## config.mk

```make
export PLATFORM = sky130hd
export DESIGN_NAME = fsm_input_conditioner_flat
export DESIGN_NICKNAME = d
export VERILOG_FILES = /design/src/rtl/fsm_input_conditioner_if.sv /design/src/rtl/fsm_input_conditioner.sv /design/src/flat_wrapper.sv
export SDC_FILE = /design/constraint.sdc
export NUM_CORES = 1
export LEC_CHECK = 0
export CAP_MARGIN = 20
export CORE_MARGIN = 1.5
export CORE_UTILIZATION = 40
export CTS_CLUSTER_DIAMETER = 50
export DETAILED_ROUTE_END_ITERATION = 12
export HOLD_SLACK_MARGIN = 0.1
export MAX_ROUTING_LAYER = met4
export PLACE_DENSITY_LB_ADDON = 0.12
export SYNTH_ARGS = -nofsm -noshare
export SYNTH_HDL_FRONTEND = slang
export SYNTH_SLANG_ARGS = --single-unit
```

## constraint.sdc

```tcl
create_clock -name clk -period 3.3 [get_ports clk]
set_clock_uncertainty 0.15 [all_clocks]
set_input_delay 0.66 -clock clk [delete_from_list [all_inputs] [get_ports clk]]
set_output_delay 0.66 -clock clk [all_outputs]
set_load 0.02 [all_outputs]
```

## src/rtl/fsm_input_conditioner_if.sv

```systemverilog
// Handshake bundle between raw control lines, the input conditioner
// and the downstream FSM that consumes the conditioned code.
interface fsm_input_conditioner_if;
  logic [1:0] raw_in;
  logic       advance;
  logic [1:0] in;
  logic       in_valid;
  logic       fifo_full;
  logic       overflow;
  logic       deb_busy;

  modport master (
    output raw_in,
    output advance,
    input  in,
    input  in_valid,
    input  fifo_full,
    input  overflow,
    input  deb_busy
  );

  modport slave (
    input  raw_in,
    input  advance,
    output in,
    output in_valid,
    output fifo_full,
    output overflow,
    output deb_busy
  );
endinterface

```

## src/rtl/fsm_input_conditioner.sv

```systemverilog
// Sync + debounce + code FIFO feeding the microcoded FSM `in` port.
// FSM_IN_COALESCE_EN: when defined, a push into a full FIFO overwrites the tail.
module fsm_input_conditioner #(
  parameter int         DEBOUNCE_CYCLES = 4,
  parameter int         CNT_W           = 3,
  parameter int         FIFO_DEPTH      = 4,
  parameter logic [1:0] RESET_CODE      = 2'b00
) (
  input logic                    clk,
  input logic                    rst_n,
  fsm_input_conditioner_if.slave bus
);

  localparam int AW = $clog2(FIFO_DEPTH);
  localparam logic [CNT_W-1:0] CNT_ONE  = CNT_W'(1);
  localparam logic [CNT_W-1:0] CNT_LAST =
    CNT_W'(DEBOUNCE_CYCLES - 1);
  localparam logic [AW:0] OCC_FULL = (AW+1)'(FIFO_DEPTH);

  typedef enum logic {
    IDLE,
    COUNT
  } deb_state_t;

  logic [1:0]       sync1;
  logic [1:0]       sync2;
  logic [1:0]       deb;
  logic [1:0]       cand;
  logic [CNT_W-1:0] cnt;
  deb_state_t       state;

  logic [1:0]       mem [FIFO_DEPTH];
  logic [AW-1:0]    wr_ptr;
  logic [AW-1:0]    rd_ptr;
  logic [AW:0]      occ;
  logic [1:0]       in_q;
  logic             ovf_q;

  logic             push;
  logic [1:0]       push_code;
  logic             pop;
  logic             full;
  logic             wr_en;

  always_ff @(posedge clk or negedge rst_n) begin
    if (!rst_n) begin
      sync1 <= RESET_CODE;
      sync2 <= RESET_CODE;
    end else begin
      sync1 <= bus.raw_in;
      sync2 <= sync1;
    end
  end

  // Accept fires on the sample that completes the stable run.
  always_comb begin
    push      = 1'b0;
    push_code = cand;
    unique case (state)
      IDLE: begin
        if (sync2 != deb && DEBOUNCE_CYCLES == 1) begin
          push      = 1'b1;
          push_code = sync2;
        end
      end
      COUNT: begin
        if (sync2 == cand && cnt == CNT_LAST) begin
          push = 1'b1;
        end
      end
      default: ;
    endcase
  end

  always_ff @(posedge clk or negedge rst_n) begin
    if (!rst_n) begin
      state <= IDLE;
      deb   <= RESET_CODE;
      cand  <= RESET_CODE;
      cnt   <= '0;
    end else begin
      unique case (state)
        IDLE: begin
          if (sync2 != deb) begin
            if (push) begin
              deb <= sync2;
            end else begin
              cand  <= sync2;
              cnt   <= CNT_ONE;
              state <= COUNT;
            end
          end
        end
        COUNT: begin
          if (sync2 != cand) begin
            if (sync2 == deb) begin
              state <= IDLE;
              cnt   <= '0;
            end else begin
              cand <= sync2;
              cnt  <= CNT_ONE;
            end
          end else if (push) begin
            deb   <= cand;
            state <= IDLE;
            cnt   <= '0;
          end else begin
            cnt <= cnt + CNT_ONE;
          end
        end
        default: state <= IDLE;
      endcase
    end
  end

  assign full  = (occ == OCC_FULL);
  assign pop   = bus.advance && (occ != '0);
  assign wr_en = push && (!full || pop);

  // Storage needs no reset: occupancy alone says what is valid.
  always_ff @(posedge clk) begin
    if (wr_en) begin
      mem[wr_ptr] <= push_code;
    end
`ifdef FSM_IN_COALESCE_EN
    else if (push) begin
      mem[AW'(wr_ptr - 1'b1)] <= push_code;
    end
`endif
  end

  always_ff @(posedge clk or negedge rst_n) begin
    if (!rst_n) begin
      wr_ptr <= '0;
      rd_ptr <= '0;
      occ    <= '0;
      in_q   <= RESET_CODE;
      ovf_q  <= 1'b0;
    end else begin
      if (pop) begin
        in_q   <= mem[rd_ptr];
        rd_ptr <= rd_ptr + 1'b1;
      end
      if (wr_en) begin
        wr_ptr <= wr_ptr + 1'b1;
      end
      if (push && !wr_en) begin
        ovf_q <= 1'b1;
      end
      unique case (1'b1)
        wr_en && !pop: occ <= occ + 1'b1;
        pop && !wr_en: occ <= occ - 1'b1;
        default:       occ <= occ;
      endcase
    end
  end

  assign bus.in        = in_q;
  assign bus.in_valid  = (occ != '0);
  assign bus.fifo_full = full;
  assign bus.overflow  = ovf_q;
  assign bus.deb_busy  = (state == COUNT);

endmodule

```

## src/flat_wrapper.sv

```systemverilog
// flat-port wrapper written by rule: the top's interface ports become plain ports
module fsm_input_conditioner_flat 
#(
  parameter int         DEBOUNCE_CYCLES = 4,
  parameter int         CNT_W           = 3,
  parameter int         FIFO_DEPTH      = 4,
  parameter logic [1:0] RESET_CODE      = 2'b00
)
  (clk, rst_n, bus_raw_in, bus_advance, bus_in, bus_in_valid, bus_fifo_full, bus_overflow, bus_deb_busy);
  fsm_input_conditioner_if bus_i ();
  input logic clk;
  input logic rst_n;
  input wire logic [$bits(bus_i.raw_in)-1:0] bus_raw_in;
  input wire logic [$bits(bus_i.advance)-1:0] bus_advance;
  output wire logic [$bits(bus_i.in)-1:0] bus_in;
  output wire logic [$bits(bus_i.in_valid)-1:0] bus_in_valid;
  output wire logic [$bits(bus_i.fifo_full)-1:0] bus_fifo_full;
  output wire logic [$bits(bus_i.overflow)-1:0] bus_overflow;
  output wire logic [$bits(bus_i.deb_busy)-1:0] bus_deb_busy;
  assign bus_i.raw_in = bus_raw_in;
  assign bus_i.advance = bus_advance;
  assign bus_in = bus_i.in;
  assign bus_in_valid = bus_i.in_valid;
  assign bus_fifo_full = bus_i.fifo_full;
  assign bus_overflow = bus_i.overflow;
  assign bus_deb_busy = bus_i.deb_busy;
  fsm_input_conditioner #(.DEBOUNCE_CYCLES(DEBOUNCE_CYCLES), .CNT_W(CNT_W), .FIFO_DEPTH(FIFO_DEPTH), .RESET_CODE(RESET_CODE)) u_core (.clk(clk), .rst_n(rst_n), .bus(bus_i));
endmodule
```

* Word-level counts from Yosys, hierarchy flattened
Memories as Yosys holds them, arrays and structs flattened. A register that Yosys moved wholly into a read port is not among the register bits.
Index checks and enable logic that the tools add are counted.
** Storage, ports and cells
- Output and inout bits :: 6
- ROM bits :: 0
- Memories :: 1
- Input bits :: 5
- Logic and storage cells :: 72
- Bits in registers :: 20
- RAM bits :: 8
- Latch bits :: 0
** Cells by class
- Mux-type cells :: 26
- Shift operators :: 0
- Bitwise operators :: 1
- Multipliers :: 0
- Eq/ne operators :: 13
- Reduce and logical (&&, ||, !) cells :: 16
- Order comparisons :: 0
- Add/subtract/negate cells :: 5
- Divide/modulo/power cells :: 0
** Memories
- u_core.mem :: depth 4, bits a word 2, rd ports 1, clocked after Yosys merged registers in 1, write ports 1, line fsm_input_conditioner.sv:32 : logic [1:0] mem [FIFO_DEPTH];
** Operator list (count)
- $mux W2 :: 8
- $mux W3 :: 4
- $pmux W3 S2 :: 2
- $ne A2 B2 Y1 const B :: 5
- $mux W1 :: 9
- $pmux W2 S2 :: 2
- $reduce_and A4 Y1 :: 2
- $add A3 B1 Y3 const B :: 2
- $logic_and A1 B1 Y1 :: 6
- $add A2 B1 Y2 const B :: 2
- $eq A2 B2 Y1 :: 2
- $logic_not A1 Y1 :: 4
- $ne A2 B1 Y1 const B :: 2
- $ne A2 B2 Y1 :: 2
- $eq A3 B2 Y1 const B :: 1
- $eq A3 B3 Y1 const B :: 1
- $reduce_bool A3 Y1 :: 1
- $sub A3 B1 Y3 const B :: 1
- $pmux W1 S2 :: 1
- $reduce_and A2 Y1 :: 1
- $reduce_bool A2 Y1 :: 1
- $logic_or A1 B1 Y1 :: 1
- $not A1 Y1 :: 1

* Logic depth before layout (Yosys ltp)
Gate-level depths: netlist of run 1.
- Word-level depth :: 8
- Gate-level depth with buffers :: 10
- Mapped depth without buffers :: 9

* Least setup slack after synthesis of run 1
Ideal clock, no wire load.
- Path type :: register to register
- Start :: register u_core.cnt[0]
- End :: register u_core.occ[1]
- Setup time :: 126 ps
- Clock period less this slack :: 2456 ps
- Arrival time :: 2180 ps
- Data required time :: 3024 ps
- Stages on the path, launching flop included :: 11
- Path slack :: 844 ps
- Buffers on the path :: 1
- Cells stage by stage :: dfrtp_1 -> ha_1 -> ha_1 -> nand2_1 -> nor3_2 -> buf_6 -> nor2_1 -> fa_1 -> o211ai_1 -> nor2_1 -> o32a_1
** Between the ends
- Word-level cells in the longest chain between the ends :: 8
- Elaborated cells on any way between the ends :: 10
- Classes of those cells :: 1 x eq/ne; 3 x mux; 6 x reduce/logical
** Ends and longest elaborated chain
- start, declared :: line fsm_input_conditioner.sv:29 : logic [CNT_W-1:0] cnt;
- start signal, assigned :: line fsm_input_conditioner.sv:108 : cnt <= cnt + CNT_ONE;
- $eq A3 B2 Y1 (*) :: line fsm_input_conditioner.sv:67 : if (sync2 == cand && cnt == CNT_LAST) begin
- $logic_and A1 B1 Y1 (*) :: line fsm_input_conditioner.sv:67
- $mux W1 (*) :: line fsm_input_conditioner.sv:67
- $mux W1 (*) :: line fsm_input_conditioner.sv:59 : unique case (state)
- $logic_and A1 B1 Y1 (*) :: line fsm_input_conditioner.sv:118 : assign wr_en = push && (!full || pop);
- $logic_not A1 Y1 :: line fsm_input_conditioner.sv:152 : pop && !wr_en: occ <= occ - 1'b1;
- $logic_and A1 B1 Y1 :: line fsm_input_conditioner.sv:152
- $pmux W3 S2 or $reduce_bool A2 Y1 (tied branches)
- end signal, assigned :: line fsm_input_conditioner.sv:151 : wr_en && !pop: occ <= occ + 1'b1;
- end signal, assigned :: line fsm_input_conditioner.sv:152
- end, declared :: line fsm_input_conditioner.sv:35 : logic [AW:0] occ;
Every way passes the cells marked *; elsewhere a longest branch is shown, timed or not.
A chain may end at the register's enable or synchronous reset.

* Worst setup path after layout of run 1
- Start :: register u_core.occ[0]
- End :: output bus_in_valid
** Between the ends
- Word-level cells in the longest chain between the ends :: 1
** Ends and longest elaborated chain
- $reduce_bool A3 Y1 :: line fsm_input_conditioner.sv:159 : assign bus.in_valid = (occ != '0);
- end, declared :: line flat_wrapper.sv:16 : output wire logic [$bits(bus_i.in_valid)-1:0] bus_in_valid;
No other way between the ends.

==> summary.txt, run 1 <==
Drt
  – Initial drt markers: 39
  – ANT nets after route: 0
  – Final wirelength: 2210 um
  – Routed via count: about 850
  – Pre-Repair DR Iteration Count: 4
  – Routed WL per cell: approximately 13 um
  – Vias/cell: 4.99
  – Remaining DRCs: 0

Placed design
  – DP Worst Slack: 0.584 ns
  – Detail Placement HPWL: 1600 um
  – Post-DP Area: 1600 um2
  – Gp weighted congestion: 0.710
  – Cells after DPL: 162
  – Port bufs: 10

Logic synthesis
  – Yosys reg bits: 30
  – Syn Area/Cell: ~14 um2
  – Synthesized instance count: roughly 110
  – Sequential fraction of the synthesis area: 54.6%
  – Yosys warnings: 0
  – Mapped cell area: 1450 um2
  – Syn_nets: 118
  – Post-synth cell types: 37

Worst setup path
  – Delay-heaviest family, CP: buffers and inverters
  – Crit path cell chain: nor2_1, nand2_1, clkdlybuf4s50_1
  – Worst path buffer plus inverter count: 1
  – WP data required: 2.49 ns
  – R2R Setup Slk: approximately 0.79 ns
  – Slowest-stage cell, CP: clkdlybuf4s50_1
  – Kind of critical path: flop to output pin
  – Worst Path Max Fanout: 11
  – Critical Path Start Type: flop
  – Worst Setup End Kind: output pin
  – Crit-path max cell delay: 0.60 ns
  – Critical path data arrival time: about 1.7 ns

GRT
  – Vias in the first global route: 898
  – Antenna violations before repair: 0
  – Grt total ovfl: 0
  – First-pass GRT wire length: roughly 4000 um
  – Gr usage total: around 14%
  – Largest net degree at the start of global routing: 23

Timing
  – Max-slew violation count: 0
  – Hold violation count in the final report: 0
  – Worst Tran Pin Value: roughly 0.54 ns
  – Post-layout min period: 2.55 ns
  – Setup-failing EPs final: 0
  – FMAX: 392 MHz
  – Worst rel slew slack: 63.5%
  – TNS Setup: 0 ns
  – Final period util: 77.3%
  – Final worst slack: 0.750 ns
  – RSZ-0062 raised after global routing: false

Power and ir drop
  – Psw: 0.000495 W
  – Part of the power in registers: roughly 46%
  – Leak: 0.654 nW
  – Clk pwr share: 14.8%
  – Peak VDD IR: 0.348 mV
  – Logic gate share of total power: between 30% and 40%
  – PwrDens: 823 nW/um2
  – Switch share: 36.5%
  – Pint: 0.000862 W

Cells and area
  – Non-filler cells, final: 170
  – Final Core Density: between 40% and 50%
  – Proportion of layout cells with a drive suffix above 1: 18.5%
  – N_diodes: 0
  – Syn-to-layout area delta: 13.9%
  – Post-layout instance area: 1650 um2
  – Nets: 135

Clock network
  – Clk Latency, worst-skew pair: 0.32 ns
  – CTS tree: built
  – CTS Sinks: 30
  – Clock slew at reported path FFs: 0.10 ns
  – Root Driver: clkbuf_4
  – H-tree depth: 2
  – Cts hold-fix bufs: 0
  – Postcts setup bufs: 0
  – CTS buffer count: 5
  – Post-CTS Resized: 0
  – Max Root-Sink Buffers: 2

Floorplan
  – Core area: 3420 um2
  – Starting Density: 42.4%
  – I/O pins: 11
  – Die Span Y: 63.2 um
  – Die area: 3990 um2
  – Row count: 21
  – Die width: about 63 um

Job
  – Max-cap violations: 0

Worst hold path
  – Hold Path Class: flop to flop

Outcome
  – Outcome: finished clean
area by class of cell:
class	instances	area (um2)
Sequential cell	30	791
Clock buffer	8	48.8
Timing Repair Buffer	13	123
Tap cell	46	57.6
Fill cell	320	1770
Inverter	4	15.0
Multi-Input combinational cell	69	614
cell usage after synthesis:
library cell | instances | area share [%]
nand2b_1 | 1 | 0.43
nor3_2 | 1 | 0.69
nand2_1 | 5 | 1.3
xor2_1 | 4 | 2.4
mux4_2 | 2 | 3.1
o31ai_1 | 1 | 0.52
buf_6 | 2 | 1.6
fa_1 | 1 | 1.4
nor3_1 | 3 | 1.0
dfrtp_1 | 22 | 38
a21boi_2 | 1 | 0.78
or2_2 | 1 | 0.43
nor2_1 | 5 | 1.3
a21o_1 | 1 | 0.52
a31oi_1 | 2 | 0.86
a311oi_1 | 1 | 0.61
nand3b_1 | 1 | 0.52
o211ai_1 | 1 | 0.52
ha_1 | 6 | 5.2
nor4_4 | 1 | 1.5
nand3_1 | 2 | 0.69
o32a_1 | 1 | 0.69
and2_1 | 5 | 2.2
a211oi_2 | 1 | 0.86
buf_2 | 1 | 0.35
mux2_4 | 2 | 2.1
a211o_1 | 1 | 0.61
nor4b_2 | 1 | 1.0
o2111a_1 | 1 | 0.78
o21ai_1 | 1 | 0.35
edfxtp_1 | 8 | 17
a21oi_1 | 2 | 0.69
a22o_1 | 1 | 0.61
mux2_2 | 4 | 3.1
inv_1 | 4 | 1.0
xnor2_1 | 8 | 4.8
o31ai_2 | 1 | 0.86
cells by family (layout without fill, tap and decap cells):
family	Yosys count	count (layout)	share of synthesized area [%]
flops	30	30	54.6
simple gates	26	26	11.1
compound gates	16	16	9.25
xor+xnor	12	12	7.26
mux	8	8	8.30
fa+ha+maj	7	7	6.57
buf+inv	7	25	2.94
worst register-to-register path: stages (launching register included):
cell      delay, ns
dfrtp_1        0.52
o31ai_2        0.57
nor2_1         0.14
fa_1           0.54
o211ai_1       0.10
nor2_1         0.06
o32a_1         0.32
metrics by stage:
stage | hold slack, ns | power (W)
floorplan | 0.181 | 0.00102
global placement | 0.183 | 0.00116
detailed placement | 0.186 | 0.00117
CTS | 0.204 | 0.00138
global route | 0.216 | 0.00146
finish | 0.203 | 0.00136
layer usage:
| metal | vias up | global-route usage [%] | share of wire (%) |
|---|---|---|---|
| li1 | 417 | - | - |
| met1 | 416 | 15.8 | 47 |
| met2 | 13 | 21.8 | 48 |
| met3 | 2 | 5.00 | 3.8 |
| met4 | 0 | 5.83 | 1.1 |
| met5 | - | - | 0 |
path summary, 6_finish.rpt:
path / startpoint / endpoint / cells after the start
worst max register to register: u_core.occ[0] / u_core.occ[1] / 6
worst max-delay path: u_core.occ[0] / bus_in_valid / 3
worst min-delay path: u_core.sync1[0] / u_core.sync2[0] / 0
max in group asynchronous: rst_n / u_core.sync2[1] / 2
min in group asynchronous: rst_n / u_core.occ[1] / 2
worst min register to register: u_core.sync1[0] / u_core.sync2[0] / 0
flip-flops by register name, indices dropped and copies added, names as in the netlist:
signal,count
u_core.bus.deb_busy,1
u_core.bus.in,2
u_core.bus.overflow,1
u_core.cand,2
u_core.cnt,3
u_core.deb,2
u_core.mem,8
u_core.occ,3
u_core.rd_ptr,2
u_core.sync1,2
u_core.sync2,2
u_core.wr_ptr,2
cell usage in the layout, fill, tap and decap left out, types with 2 or more instances in the layout:
cell / instances
a31oi_1: 2
mux4_2: 2
nor3_1: 3
buf_4: 3
and2_1: 5
nor2_1: 5
nand3_1: 2
a21oi_1: 2
mux2_4: 2
mux2_2: 4
edfxtp_1: 8
clkbuf_4: 5
xor2_1: 4
clkdlybuf4s50_1: 10
clkbuf_1: 3
dfrtp_1: 22
inv_1: 4
xnor2_1: 8
nand2_1: 5
ha_1: 6
power by group through the flow:
stage | Combinational, W | Sequential [W] | Clock [W]
4_1_cts | 0.000541 | 0.000627 | 0.000213
3_3_place_gp | 0.000528 | 0.000630 | 0
6_report | 0.000530 | 0.000625 | 0.000201
5_1_grt | 0.000590 | 0.000647 | 0.000224
2_1_floorplan | 0.000398 | 0.000622 | 0
3_5_place_dp | 0.000538 | 0.000635 | 0
Note: power is estimated with default switching activity, not from simulation.
==> run 2, diff against run 1 <==
- clock period: 3.3 -> 2.3 ns (I/O delays scaled with it)
==> run 2 against run 1 <==
Total power up 54%. Clock power up 44%. Critical endpoint is now u_core.occ[1]. Combinational power up 82%. Largest cell class unchanged. Highest routed layer unchanged. Count of clock-buffer cells in the layout down 2. Final area up 7.6%.
==> summary.txt, run 2 (synthesis gave the netlist of run 1 again) <==
GRT
  – Antenna violations before repair: 0 (unchanged)
  – Busiest grt layer: met2
  – Largest net degree at the start of global routing: 23 (unchanged)
  – Grt total ovfl: 0 (unchanged)
  – Met1 usage: 17.4% (+1.6 points)
  – Vias in the first global route: 962 (+7.1%)
  – Gr usage total: 14.4% (+0.68 points)
  – First-pass GRT wire length: 4240 um (+5.8%)
  – Met3 usage: 3.75% (-1.3 points)
  – GR met2 Demand/Resource: 21.8% (unchanged)

Drt
  – Remaining DRCs: 0 (unchanged)
  – Final wirelength: 2260 um (+2.0%)
  – Pre-Repair DR Iteration Count: 4 (unchanged)
  – ANT nets after route: 0 (unchanged)
  – Vias/cell: 4.90 (-1.8%)
  – Routed WL per cell: 12.5 um (-4.2%)
  – Initial drt markers: 27 (-31%)
  – Routed via count: 887 (+4.6%)

Placed design
  – Detail Placement HPWL: 1670 um (+4.0%)
  – Port bufs: 10 (unchanged)
  – Gp weighted congestion: 0.710 (about the same)
  – Post-DP Area: 1700 um2 (+6.5%)
  – DP Worst Slack: -0.0859 ns (-0.670 ns)

Job
  – Max-cap violations: 0 (unchanged)

Timing
  – Worst hold margin: 0.207 ns (+0.00420 ns)
  – Final period util: 95.4%
  – Final worst slack: 0.106 ns (-0.643 ns)
  – Worst rel slew slack: 70.2% (+6.8 points)
  – Setup-failing EPs final: 0 (unchanged)
  – Max-slew violation count: 0 (unchanged)
  – Worst Tran Pin Value: 0.445 ns (-0.0996 ns)
  – RSZ-0062 raised after global routing: false
  – FMAX: 456 MHz
  – Post-layout min period: 2.19 ns
  – Hold violation count in the final report: 0 (unchanged)

Floorplan
  – Die Span Y: 63.2 um (unchanged)
  – Starting Density: 42.4% (unchanged)
  – I/O pins: 11 (unchanged)
  – Row count: 21 (unchanged)
  – Die width: 63.2 um (unchanged)
  – Core area: 3420 um2 (unchanged)
  – Die area: 3990 um2 (unchanged)

Worst setup path
  – Reg2Reg Depth: 8 (+2)
  – R2R Setup Slk: 0.11 ns (-0.68 ns)
  – Crit-path max cell delay: 0.49 ns (-0.11 ns)
  – Reg-to-reg startpoint: u_core.cnt[0]
  – Worst Setup EP: u_core.occ[1]
  – Slowest-stage cell, CP: fa_1
  – Critical path data arrival time: 2.26 ns (+0.52 ns)
  – CP startpoint: u_core.cnt[0]
  – WP data required: 2.36 ns (-0.13 ns)
  – Kind of critical path: flop to flop
  – Worst Setup End Kind: flop
  – Crit path cell chain: ha_2, ha_4, nand2_4, nor3_4, nor2_4, fa_1, o2111a_1, o32a_1
  – Reg2reg end: u_core.occ[1]
  – Worst Path Max Fanout: 3 (-8)
  – Critical Path Start Type: flop

Worst hold path
  – Hold Path Class: flop to flop
  – WHS Path Cells: 0 (unchanged)

Cells and area
  – Reg with most FFs: u_core.mem
  – Most common cell after layout, fill and taps aside: dfrtp_1
  – Largest register FFs: 8 (unchanged)
  – Proportion of layout cells with a drive suffix above 1: 29.6% (+11 points)
  – Commonest cells after routing, fill and taps aside: dfrtp_1, buf_4, xnor2_1, clkdlybuf4s50_1, edfxtp_1
  – Post-layout instance area: 1770 um2 (+7.6%)
  – Largest regs: u_core.mem (8), u_core.cnt (3), u_core.occ (3)
  – N_diodes: 0 (unchanged)
  – Syn-to-layout area delta: 22.6%
  – Nets: 146 (+8.1%)

Clock network
  – H-tree depth: 2 (unchanged)
  – Cts hold-fix bufs: 0 (unchanged)
  – CTS tree: built
  – CTS buffer count: 5 (unchanged)
  – Max Root-Sink Buffers: 2 (unchanged)
  – Root Driver: clkbuf_4
  – CTS Sinks: 30 (unchanged)
  – Clk Latency, worst-skew pair: 0.32 ns (about the same)
  – Clock slew at reported path FFs: 0.09 ns (about the same)

Power and ir drop
  – Peak VDD IR: 0.525 mV (+51%)
  – PwrDens: 1170 nW/um2 (+43%)
  – Leak: 0.721 nW (+10%)

Outcome
  – Outcome: finished clean
[run 2: cell count changes in the layout (fill, tap and decap cells not counted), sizes merged]
cell           change
dlygate4sd2        +2
clkdlybuf4s50      -2
clkinv             +2
clkbuf             -2
buf               +11
[run 2: final cells by class]
class	instances	area [um2]
Tap cell	46	57.6
Sequential cell	30	791
Timing Repair Buffer	24	203
Clock inverter	2	8.76
Inverter	4	15.0
Fill cell	313	1640
Clock buffer	6	41.3
Multi-Input combinational cell	69	658
[run 2: report_power, final]
| group | switching [W] | total [W] | internal, W |
|---|---|---|---|
| Sequential | 0.000121 | 0.000833 | 0.000712 |
| Clock | 0.000174 | 0.000289 | 0.000115 |
| Combinational | 0.000469 | 0.000962 | 0.000493 |
[run 2: stage by stage]
step | total power [W] | cells | setup TNS (ns) | utilization [%]
2_1_floorplan | 0.00151 | 106 | -0.0384 | -
3_3_place_gp | 0.00179 | 171 | -0.0385 | 49.9
3_5_place_dp | 0.00181 | 171 | -0.105 | 49.9
4_1_cts | 0.00210 | 179 | 0 | 51.3
5_1_grt | 0.00226 | 181 | 0 | 51.9
6_report | 0.00208 | 181 | 0 | 51.9
[run 2: worst min-delay path by stage]
stage / start / end / slack, ns
after global routing: u_core.sync1[0] / u_core.sync2[0] / 0.22
after floorplan: rst_n / u_core.bus.deb_busy / 0.01
after global placement: u_core.sync1[1] / u_core.sync2[1] / 0.18
final: u_core.sync1[1] / u_core.sync2[1] / 0.21
after CTS: u_core.sync1[1] / u_core.sync2[1] / 0.21
after detailed placement: u_core.sync1[1] / u_core.sync2[1] / 0.19
[run 2: metal layers]
metal | routed length, um | vias to the layer above
met5 | 0 | -
met4 | 76 | 0
met3 | 75 | 10
met2 | 1040 | 21
met1 | 1060 | 420
li1 | - | 436
[run 2: timing repair]
item                                    in CTS  in global routing
cloned                                       0                  0
endpoints found under the setup margin       2                  1
buffers inserted                             0                  2
gates resized for setup                      2                  1
pin swaps                                    0                  2
[run 2: critical path, delay by kind of cell (launching register included)]
kind            cells  cell delay (ns)
fa+ha+maj           3             0.82
compound gates      2             0.48
flops               1             0.36
simple gates        3             0.27
